**config.mk**
```make
export PLATFORM = sky130hd
export DESIGN_NAME = priority_arbiter
export DESIGN_NICKNAME = d
export VERILOG_FILES = /design/src/rtl/pbl_arb_defs.sv /design/src/rtl/hold_counter.sv /design/src/rtl/priority_arbiter.sv
export SDC_FILE = /design/constraint.sdc
export NUM_CORES = 1
export LEC_CHECK = 0
export BUFFER_PORTS_ARGS = -buffer_cell sky130_fd_sc_hd__buf_2
export CORE_AREA = 2 2 39 41
export DETAILED_ROUTE_END_ITERATION = 12
export DIE_AREA = 0 0 41 43
export GPL_TIMING_DRIVEN = 0
export SKIP_CTS_REPAIR_TIMING = 1
export SYNTH_ARGS = -nofsm -noshare
export SYNTH_HDL_FRONTEND = slang
export SYNTH_SLANG_ARGS = --single-unit
```
**constraint.sdc**
```tcl
create_clock -name clk -period 2.1 [get_ports clk]
set_clock_uncertainty 0.15 [all_clocks]
set_input_delay 0.21 -clock clk [delete_from_list [all_inputs] [get_ports clk]]
set_output_delay 0.21 -clock clk [all_outputs]
set_load 0.03 [all_outputs]
```
**src/rtl/pbl_arb_defs.sv**
```systemverilog
// rtl/pbl_arb_defs.sv - shared state encoding, owner encoding and defaults for the two-requester arbiter
package pbl_arb_defs;

    typedef enum logic [1:0] {
        ST_IDLE   = 2'd0,
        ST_GRANT1 = 2'd1,
        ST_GRANT2 = 2'd2,
        ST_TURN   = 2'd3
    } arb_state_e;

    typedef enum logic {
        OWNER1 = 1'b0,
        OWNER2 = 1'b1
    } owner_e;

    localparam int unsigned DEFAULT_MAX_HOLD = 15;
    localparam int unsigned HOLD_W           = 4;

    // Decision taken from IDLE or TURN; the loser of a tie in round-robin is whoever held the bus last.
    function automatic arb_state_e arbitrate(
        input logic   req1,
        input logic   req2,
        input logic   priority_sel,
        input logic   use_priority,
        input owner_e last_owner
    );
        arb_state_e nxt;
        if (req1 && req2) begin
            if (use_priority) begin
                nxt = priority_sel ? ST_GRANT1 : ST_GRANT2;
            end else begin
                nxt = (last_owner == OWNER2) ? ST_GRANT1 : ST_GRANT2;
            end
        end else if (req1) begin
            nxt = ST_GRANT1;
        end else if (req2) begin
            nxt = ST_GRANT2;
        end else begin
            nxt = ST_IDLE;
        end
        return nxt;
    endfunction

endpackage

```
**src/rtl/hold_counter.sv**
```systemverilog
// rtl/hold_counter.sv - 4-bit grant-length counter with load-to-one, increment and saturation at MAX
module hold_counter
    import pbl_arb_defs::*;
#(
    parameter int unsigned MAX = DEFAULT_MAX_HOLD
) (
    input  logic clk,
    input  logic rst_n,
    input  logic load,
    input  logic inc,
    output logic at_max
);

    logic [HOLD_W-1:0] count;

    always_ff @(posedge clk) begin
        if (!rst_n) begin
            count <= '0;
        end else if (load) begin
            count <= 4'd1;
        end else if (inc && (count != 4'(MAX))) begin
            count <= count + 4'd1;
        end
    end

    assign at_max = (count == 4'(MAX));

endmodule

```
**src/rtl/priority_arbiter.sv**
```systemverilog
// rtl/priority_arbiter.sv - two-requester bus arbiter with fixed-priority or round-robin mode and bounded hold time
module priority_arbiter
    import pbl_arb_defs::*;
#(
    parameter int unsigned MAX_HOLD = DEFAULT_MAX_HOLD
) (
    input  logic clk,
    input  logic rst_n,
    input  logic req1,
    input  logic req2,
    input  logic priority_sel,
    input  logic use_priority,
    output logic grant1,
    output logic grant2,
    output logic ie1,
    output logic ie2,
    output logic busy
);

    arb_state_e state;
    arb_state_e state_next;
    owner_e     last_owner;
    logic       hold_load;
    logic       hold_inc;
    logic       hold_at_max;

    always_ff @(posedge clk) begin
        if (!rst_n) begin
            state <= ST_IDLE;
        end else begin
            state <= state_next;
        end
    end

    // Mode inputs only matter in IDLE/TURN, so flipping them mid-grant never preempts the owner.
    always_comb begin
        state_next = state;
        hold_load  = 1'b0;
        hold_inc   = 1'b0;
        case (state)
            ST_IDLE, ST_TURN: begin
                state_next = arbitrate(req1, req2, priority_sel, use_priority, last_owner);
                hold_load  = (state_next == ST_GRANT1) || (state_next == ST_GRANT2);
            end
            ST_GRANT1: begin
                if (!req1 || (req2 && hold_at_max)) begin
                    state_next = ST_TURN;
                end else begin
                    hold_inc = 1'b1;
                end
            end
            ST_GRANT2: begin
                if (!req2 || (req1 && hold_at_max)) begin
                    state_next = ST_TURN;
                end else begin
                    hold_inc = 1'b1;
                end
            end
            default: state_next = ST_IDLE;
        endcase
    end

    // Reset value OWNER2 makes the first round-robin tie go to requester 1.
    always_ff @(posedge clk) begin
        if (!rst_n) begin
            last_owner <= OWNER2;
        end else if (hold_load) begin
            last_owner <= (state_next == ST_GRANT1) ? OWNER1 : OWNER2;
        end
    end

    hold_counter #(
        .MAX (MAX_HOLD)
    ) u_hold_counter (
        .clk    (clk),
        .rst_n  (rst_n),
        .load   (hold_load),
        .inc    (hold_inc),
        .at_max (hold_at_max)
    );

    assign grant1 = (state == ST_GRANT1);
    assign grant2 = (state == ST_GRANT2);
    assign ie1    = (state == ST_GRANT1);
    assign ie2    = (state == ST_GRANT2);
    assign busy   = (state == ST_GRANT1) || (state == ST_GRANT2);

endmodule

```
==> flow_summary.yaml, run 1 <==
routing:
  avgRoutedWirePerCell_um: 12.6
  dr.pass1.iters: 4
  drtIter0Drc: 20
  avgViaCountPerCell: 5.50
  drc_errors: 0
  routed_wl_mm: 1.03
  vias: 451
  ant_nets: 0
synthesis:
  synth_area_um2: 464
  syn_avg_cell_area_um2: 8.76
  ys_async_sr_fraction_pct: 0
  synth_nets: 62
  yosys.area_share.simple_pct: 21.6
  synth_cell_types: 31
  ys_top_cells_by_area: "dfxtp_1, ha_1, inv_1"
  synth_mux_area_share_pct: 4.31
  synthTopCellsByCount: "dfxtp_1, inv_1, ha_1, nand3_1, o21ai_0"
  synth_top_family_by_area: "compound AO/OA/AOI/OAI gates"
  synth_compound_area_share_pct: 25.1
  ys_seq_elements: 7
  synth_top_area_share_pct: 30.2
  synth_xor_area_share_pct: 0
  synth_top_area_cell: "dfxtp_1"
  ys_warn_count: 0
  yosysSeqAreaShare_pct: 30.2
  synth_edf_count: 0
  synth_fa_ha_area_share_pct: 8.09
  synth-main-ff-cell: "dfxtp_1"
  synthCells: 53
sta:
  fin_crit_ps: 1790
  tightest_slew_ps: 559
  post-route-period-util_pct: 85.0
  setup-tns-final_ps: 0
  slew_headroom_pct: 62.3
  max_freq_mhz: 560
  slew_viol_final: 0
  setup_viol: 0
  finalHoldViolCount: 0
  rsz0062_at_grt: "false"
die:
  die-width_um: 41
  placementRows: 14
  die_h_um: 43
  dieArea_um2: 1760
  initial_core_util_pct: 33.5
  pin_count: 11
  core_area_um2: 1380
clock_network:
  path_clk_slew_ps: 60
  root_buffer: "clkbuf_4"
  clock_latency_ps: 260
  cts-buffers-inserted: 3
  cts_tree: "yes"
  htree_levels: 1
  cts.sinks: 7
  clockBufferDepth: 2
setup_path:
  path_class: "reg -> reg"
  path_cells: "inv_1, ha_1, buf_2, nand4b_1, nor4b_1, and4b_1"
  arrival_ps: 1790
  crit_path_end: "u_hold_counter.count[3]$_SDFFE_PP0P_"
  cp.required_ps: 2100
  r2r_start: "state[0]$_SDFF_PN0_"
  r2r_end: "u_hold_counter.count[3]$_SDFFE_PP0P_"
  worst-path-stages: 6
  crit_buf_inv: 2
  crit_start: "state[0]$_SDFF_PN0_"
  crit_fanout: 10
  endpoint_kind: "register"
  critPathTopFamily: "simple AND/OR/NAND/NOR gates"
  start_kind: "register"
  slowest_stage: "dfxtp_1"
  r2r_slack_ps: 310
  cp_slowest_stage_delay_ps: 370
  ff2ff_path_depth: 6
global_route:
  grt_overflow: 0
  track_usage_pct: 13.3
  grt_pass1_wl_mm: 1.61
  antenna_found_initial: 0
  grt_max_degree: 11
  grt_pass1_vias: 405
finish:
  finalNetCount: 76
  area_growth_pct: 19.7
  num_antenna_cells: 0
  drive_above_1_share_pct: 25.8
  n_fill_cell: 152
  multi_input_area_um2: 274
  seqCellArea_um2: 140
worst_hold_path:
  hold_path.class: "in -> reg"
outcome:
  status: "complete, no violations"
placed_design:
  io_buffers: 9
  gp_congestion: 0.743
  dp_hpwl_um: 733
flow_run:
  maxCapViolations: 0
power:
  total_power_w: 0.000725
  p_leak_nw: 0.249
  peakVddDrop_v: 0.000393
  powerDensity_nw_per_um2: 1310
## final cells by class
cell class / instances / area share, %
plain buffers: 4 / 4.28
clock buffers: 4 / 4.73
inverters: 7 / 4.73
multi-input cells: 35 / 49.3
flip-flops and latches: 7 / 25.2
well taps: 16 / 3.60
repair buffers: 9 / 8.11
## per-stage QoR
stage	util [%]	hold WS [ps]	setup WS (ps)	cells	area [um^2]
floorplan	-	228	370	53	464
CTS	40.1	146	304	82	556
detailed placement	38.2	349	324	78	529
global route	40.1	183	170	82	556
finish	40.1	145	315	82	556
global placement	38.2	329	350	78	529
## registers in the layout, summed over array words and instances, names as in the netlist
name,flops
u_hold_counter.count,4
last_owner,1
state,2
## worst reg2reg max path: cells and delay by family, from the launching register on
kind	cells	cell delay (ps)
adder cells (fa/ha/maj)	1	270
buffers and inverters	2	230
flip-flops	1	370
AND/OR/NAND/NOR	3	660
## routing by layer
layer | GRT usage (%) | vias to the layer above | wire, um
met5 | 0 | - | 0
met1 | 16.4 | 207 | 504
li1 | - | 224 | -
met4 | 10.0 | 0 | 43
met3 | 1.57 | 6 | 39
met2 | 19.7 | 14 | 444
## where the power goes
group | internal (W) | leakage, nW | switching, W
Clock | 0.0000730 | 0.0150 | 0.0000568
Sequential | 0.000164 | 0.0574 | 0.0000229
Combinational | 0.000141 | 0.177 | 0.000269
Total | 0.000377 | 0.249 | 0.000348
## cell families (layout without fill, tap and decap cells)
logic type | Yosys count | count (layout)
flops | 7 | 7
mux | 2 | 2
buf+inv | 11 | 24
compound gates | 16 | 16
simple gates | 14 | 14
fa+ha+maj | 3 | 3
## how the worst min path moves through the flow
stage | from | endpoint | slack [ps] | cells after the start
2_1_floorplan | req2 | state[1]$_SDFF_PN0_ | 230 | 2
3_3_place_gp | u_hold_counter.count[1]$_SDFFE_PP0P_ | u_hold_counter.count[1]$_SDFFE_PP0P_ | 330 | 2
3_5_place_dp | u_hold_counter.count[1]$_SDFFE_PP0P_ | u_hold_counter.count[1]$_SDFFE_PP0P_ | 350 | 2
4_1_cts | req2 | state[1]$_SDFF_PN0_ | 150 | 3
5_1_grt | req2 | state[1]$_SDFF_PN0_ | 180 | 3
6_report | req2 | state[1]$_SDFF_PN0_ | 140 | 3
## cell usage in the layout, fill, tap and decap left out, drive strengths merged
cell type,n
a211oi,1
a31oi,1
buf,13
nor2,1
nand3,3
mux2i,2
o31ai,1
o41ai,1
ha,3
o21ai,4
and3,1
and4,1
clkbuf,4
a21o,1
nor4b,2
dfxtp,7
o211ai,1
and4b,1
a22oi,1
o2bb2ai,1
nand2,2
o21bai,1
nand4bb,1
a221oi,1
or3,1
nand4b,1
inv,7
a2111oi,1
a21oi,1
(Power assumes the default switching activity.)
==> run 2, diff against run 1 <==
--- a/config.mk
+++ b/config.mk
@@ -6,9 +6,9 @@
 export NUM_CORES = 1
 export LEC_CHECK = 0
 export BUFFER_PORTS_ARGS = -buffer_cell sky130_fd_sc_hd__buf_2
-export CORE_AREA = 2 2 39 41
+export CORE_AREA = 10 10 47 49
 export DETAILED_ROUTE_END_ITERATION = 12
-export DIE_AREA = 0 0 41 43
+export DIE_AREA = 0 0 57 59
 export GPL_TIMING_DRIVEN = 0
 export SKIP_CTS_REPAIR_TIMING = 1
 export SYNTH_ARGS = -nofsm -noshare
==> flow_summary.yaml, run 2 (synthesis gave the netlist of run 1 again) <==
worst_hold_path:
  whs_path_depth: 3
  hold_path.class: "in -> reg"
finish:
  finalNetCount: 76
  largest_register_ff_count: 4
  instances_no_fill: 82
  regMostFlops: "u_hold_counter.count"
  num_antenna_cells: 0
  drive_above_1_share_pct: 25.8
  final_cell_area_um2: 556
  reg_top3: "u_hold_counter.count x4, state x2, last_owner x1"
  area_growth_pct: 19.7
  final_common_cell: "buf_2"
  most-common-layout-cells: "buf_2, inv_1, dfxtp_1"
global_route:
  grt_pass1_wl_mm: 1.81
  antenna_found_initial: 0
  grt_max_degree: 11
  grt_overflow: 0
  grt_pass1_vias: 397
  track_usage_pct: 6.97
placed_design:
  io_buffers: 9
  gp_congestion: 0.770
  post_dp_cell_area_um2: 529
  dp_hpwl_um: 790
  dp_cells: 78
sta:
  fin_crit_ps: 1810
  setup-tns-final_ps: 0
  setup_viol: 0
  tightest_slew_ps: 574
  slew_viol_final: 0
  finalHoldViolCount: 0
  max_freq_mhz: 552
  slew_headroom_pct: 61.3
  post-route-period-util_pct: 86.2
  rsz0062_at_grt: "false"
die:
  pin_count: 11
  core_area_um2: 1400
  die-width_um: 57
  dieArea_um2: 3360
  initial_core_util_pct: 33.1
  die_h_um: 59
  placementRows: 14
setup_path:
  ff2ff_path_depth: 6
  endpoint_kind: "output pin"
  crit_fanout: 10
  arrival_ps: 1450
  path_class: "reg -> out"
  start_kind: "register"
  cp.required_ps: 1740
clock_network:
  clockBufferDepth: 2
  cts_tree: "yes"
  cts-buffers-inserted: 3
  htree_levels: 1
  path_clk_slew_ps: 50
  root_buffer: "clkbuf_4"
  cts.sinks: 7
  clock_latency_ps: 260
routing:
  ant_nets: 0
  avgRoutedWirePerCell_um: 12.9
  drtIter0Drc: 14
  avgViaCountPerCell: 5.35
  dr.pass1.iters: 4
  vias: 439
  routed_wl_mm: 1.06
  drc_errors: 0
power:
  combPwrFrac_pct: 56.7
  power_frac_seq_pct: 25.7
  netSwitchingFraction_pct: 48.0
  powerDensity_nw_per_um2: 1300
  pwr-share-clk_pct: 17.6
  p_leak_nw: 0.249
  p_sw_w: 0.000347
  p_int_w: 0.000376
  peakVddDrop_v: 0.000708
flow_run:
  maxCapViolations: 0
outcome:
  status: "complete, no violations"
[run 2: cell counts in the layout (fill, tap and decap cells not counted)]
Identical to the previous run, type by type.
[run 2: path summary, 6_finish.rpt]
kind	start	endpoint	slack (ps)
worst max register to register	state[0]$_SDFF_PN0_	u_hold_counter.count[3]$_SDFFE_PP0P_	300
worst max-delay path	state[0]$_SDFF_PN0_	busy	290
worst min-delay path	req2	state[1]$_SDFF_PN0_	160
worst min register to register	u_hold_counter.count[1]$_SDFFE_PP0P_	u_hold_counter.count[1]$_SDFFE_PP0P_	340
[run 2: power by group through the flow]
stage                     combinational [W]  clock [W]  sequential [W]
after detailed placement           0.000408          0        0.000189
after floorplan                    0.000317          0        0.000183
after global routing               0.000446   0.000140        0.000192
final                              0.000410   0.000127        0.000186
after global placement             0.000409          0        0.000189
after CTS                          0.000409   0.000132        0.000186
[run 2: layout make-up]
type,count,area [um^2]
Tap cell,16,20.0
Multi-Input combinational cell,35,274
Inverter,7,26.3
Fill cell,146,846
Buffer,4,23.8
Sequential cell,7,140
Clock buffer,4,26.3
Timing Repair Buffer,9,45.0
[run 2: per-layer routing]
layer | global-route usage, % | up-vias | part of all wire [%]
met1 | 7.77 | 197 | 49
met4 | 7.05 | 0 | 3.9
met2 | 9.46 | 12 | 42
met5 | 0 | - | 0
li1 | - | 225 | -
met3 | 3.00 | 5 | 5.3
[run 2: critical path, cell delays in order (launching register included)]
cell,delay [ps]
dfxtp_1,370
inv_1,60
ha_1,270
buf_2,180
inv_1,110
buf_2,210
[run 2: per-stage QoR]
step                      util [%]  setup WS, ps  hold WS, ps  power, W
final                         39.6           289          160  0.000723
after global routing          39.6           171          175  0.000778
after CTS                     39.6           291          149  0.000728
after detailed placement      37.8           322          342  0.000598
after global placement        37.8           340          328  0.000598
after floorplan                  -           370          228  0.000499
==> run 3, diff against run 2 <==
--- a/config.mk
+++ b/config.mk
@@ -6,10 +6,13 @@
 export NUM_CORES = 1
 export LEC_CHECK = 0
 export BUFFER_PORTS_ARGS = -buffer_cell sky130_fd_sc_hd__buf_2
+export CELL_PAD_IN_SITES_DETAIL_PLACEMENT = 1
+export CELL_PAD_IN_SITES_GLOBAL_PLACEMENT = 1
 export CORE_AREA = 10 10 47 49
 export DETAILED_ROUTE_END_ITERATION = 12
 export DIE_AREA = 0 0 57 59
 export GPL_TIMING_DRIVEN = 0
+export PLACE_DENSITY_LB_ADDON = 0.1
 export SKIP_CTS_REPAIR_TIMING = 1
 export SYNTH_ARGS = -nofsm -noshare
 export SYNTH_HDL_FRONTEND = slang
==> flow_summary.yaml, run 3 (synthesis gave the netlist of run 1 again) <==
clock_network:
  cts_tree: "yes"
  path_clk_slew_ps: 50
  clock_latency_ps: 260
  cts.sinks: 7
  root_buffer: "clkbuf_4"
  clockBufferDepth: 2
  cts-buffers-inserted: 3
  htree_levels: 1
setup_path:
  cp.required_ps: 1740
  crit_fanout: 10
  endpoint_kind: "output pin"
  path_class: "reg -> out"
  start_kind: "register"
  arrival_ps: 1410
sta:
  tightest_slew_ps: 565
  max_freq_mhz: 564
  fin_crit_ps: 1770
  setup-tns-final_ps: 0
  setup_viol: 0
  rsz0062_at_grt: "false"
  finalHoldViolCount: 0
  slew_headroom_pct: 62.0
  slew_viol_final: 0
  fin_ws_ps: 328
  hold-worst-slack_ps: 151
  post-route-period-util_pct: 84.4
die:
  die_h_um: 59
  die-width_um: 57
  pin_count: 11
  core_area_um2: 1400
  dieArea_um2: 3360
  placementRows: 14
  initial_core_util_pct: 33.1
routing:
  routed_wl_mm: 1.20
  vias: 441
  drtIter0Drc: 2
  dr.pass1.iters: 4
  ant_nets: 0
  avgViaCountPerCell: 5.38
  drc_errors: 0
  avgRoutedWirePerCell_um: 14.7
global_route:
  grt_overflow: 0
  gr-max-usage-layer: "met2"
  met3_usage_pct: 3.22
  grt_pass1_vias: 464
  antenna_found_initial: 0
  met1_usage_pct: 8.11
  track_usage_pct: 8.09
  grt_pass1_wl_mm: 2.08
  grt_max_degree: 11
  met2_usage_pct: 12.9
placed_design:
  gp_congestion: 0.678
  dp_hpwl_um: 930
  pre_cts_slack_ps: 339
  io_buffers: 9
  dp_cells: 78
flow_run:
  maxCapViolations: 0
power:
  total_power_w: 0.000729
  p_leak_nw: 0.249
  powerDensity_nw_per_um2: 1310
  peakVddDrop_v: 0.000458
finish:
  instances_no_fill: 82
  n_fill_cell: 181
  largest_register_ff_count: 4
  final_common_cell: "buf_2"
  num_antenna_cells: 0
  finalNetCount: 76
  drive_above_1_share_pct: 25.8
  area_growth_pct: 19.7
  reg_top3: "u_hold_counter.count x4, state x2, last_owner x1"
  regMostFlops: "u_hold_counter.count"
  most-common-layout-cells: "buf_2, inv_1, dfxtp_1"
outcome:
  status: "complete, no violations"
worst_hold_path:
  hold_path.class: "in -> reg"
-- run 3: cell counts in the layout (fill, tap and decap cells not counted) --
Identical to the previous run, type by type.
-- run 3: layer usage --
| layer | routed length (um) | part of all wire [%] |
|---|---|---|
| met1 | 525 | 44 |
| met2 | 527 | 44 |
| met3 | 104 | 8.6 |
| met4 | 45 | 3.7 |
| met5 | 0 | 0 |
-- run 3: layout make-up --
type                       instances  area [um^2]  share of cell area [%]
multi-input combinational         35          274                    49.3
sequential                         7          140                    25.2
timing repair buffer               9         45.0                    8.11
clock buffer                       4         26.3                    4.73
inverter                           7         26.3                    4.73
buffer                             4         23.8                    4.28
tap                               16         20.0                    3.60
-- run 3: path summary, 6_finish.rpt --
path	start	end	slack [ps]	cells past startpoint
worst max-delay path	state[0]$_SDFF_PN0_	busy	330	5
worst min-delay path	req2	state[1]$_SDFF_PN0_	150	3
worst max register to register	state[0]$_SDFF_PN0_	u_hold_counter.count[3]$_SDFFE_PP0P_	330	6
worst min register to register	u_hold_counter.count[1]$_SDFFE_PP0P_	u_hold_counter.count[1]$_SDFFE_PP0P_	350	2
-- run 3: critical path: stages (launching register included) --
cell and delay (ps):
dfxtp_1 340, inv_1 50, ha_1 270, buf_2 180
inv_1 100, buf_2 200
-- run 3: stage by stage --
stage,area [um^2],utilization [%]
final,556,39.6
after global routing,556,39.6
after CTS,556,39.6
after detailed placement,529,37.8
after global placement,529,37.8
after floorplan,464,-
-- run 3: power breakdown --
| group | internal [W] | switching, W |
|---|---|---|
| sequential | 0.000164 | 0.0000226 |
| combinational | 0.000140 | 0.000275 |
| clock | 0.0000729 | 0.0000554 |
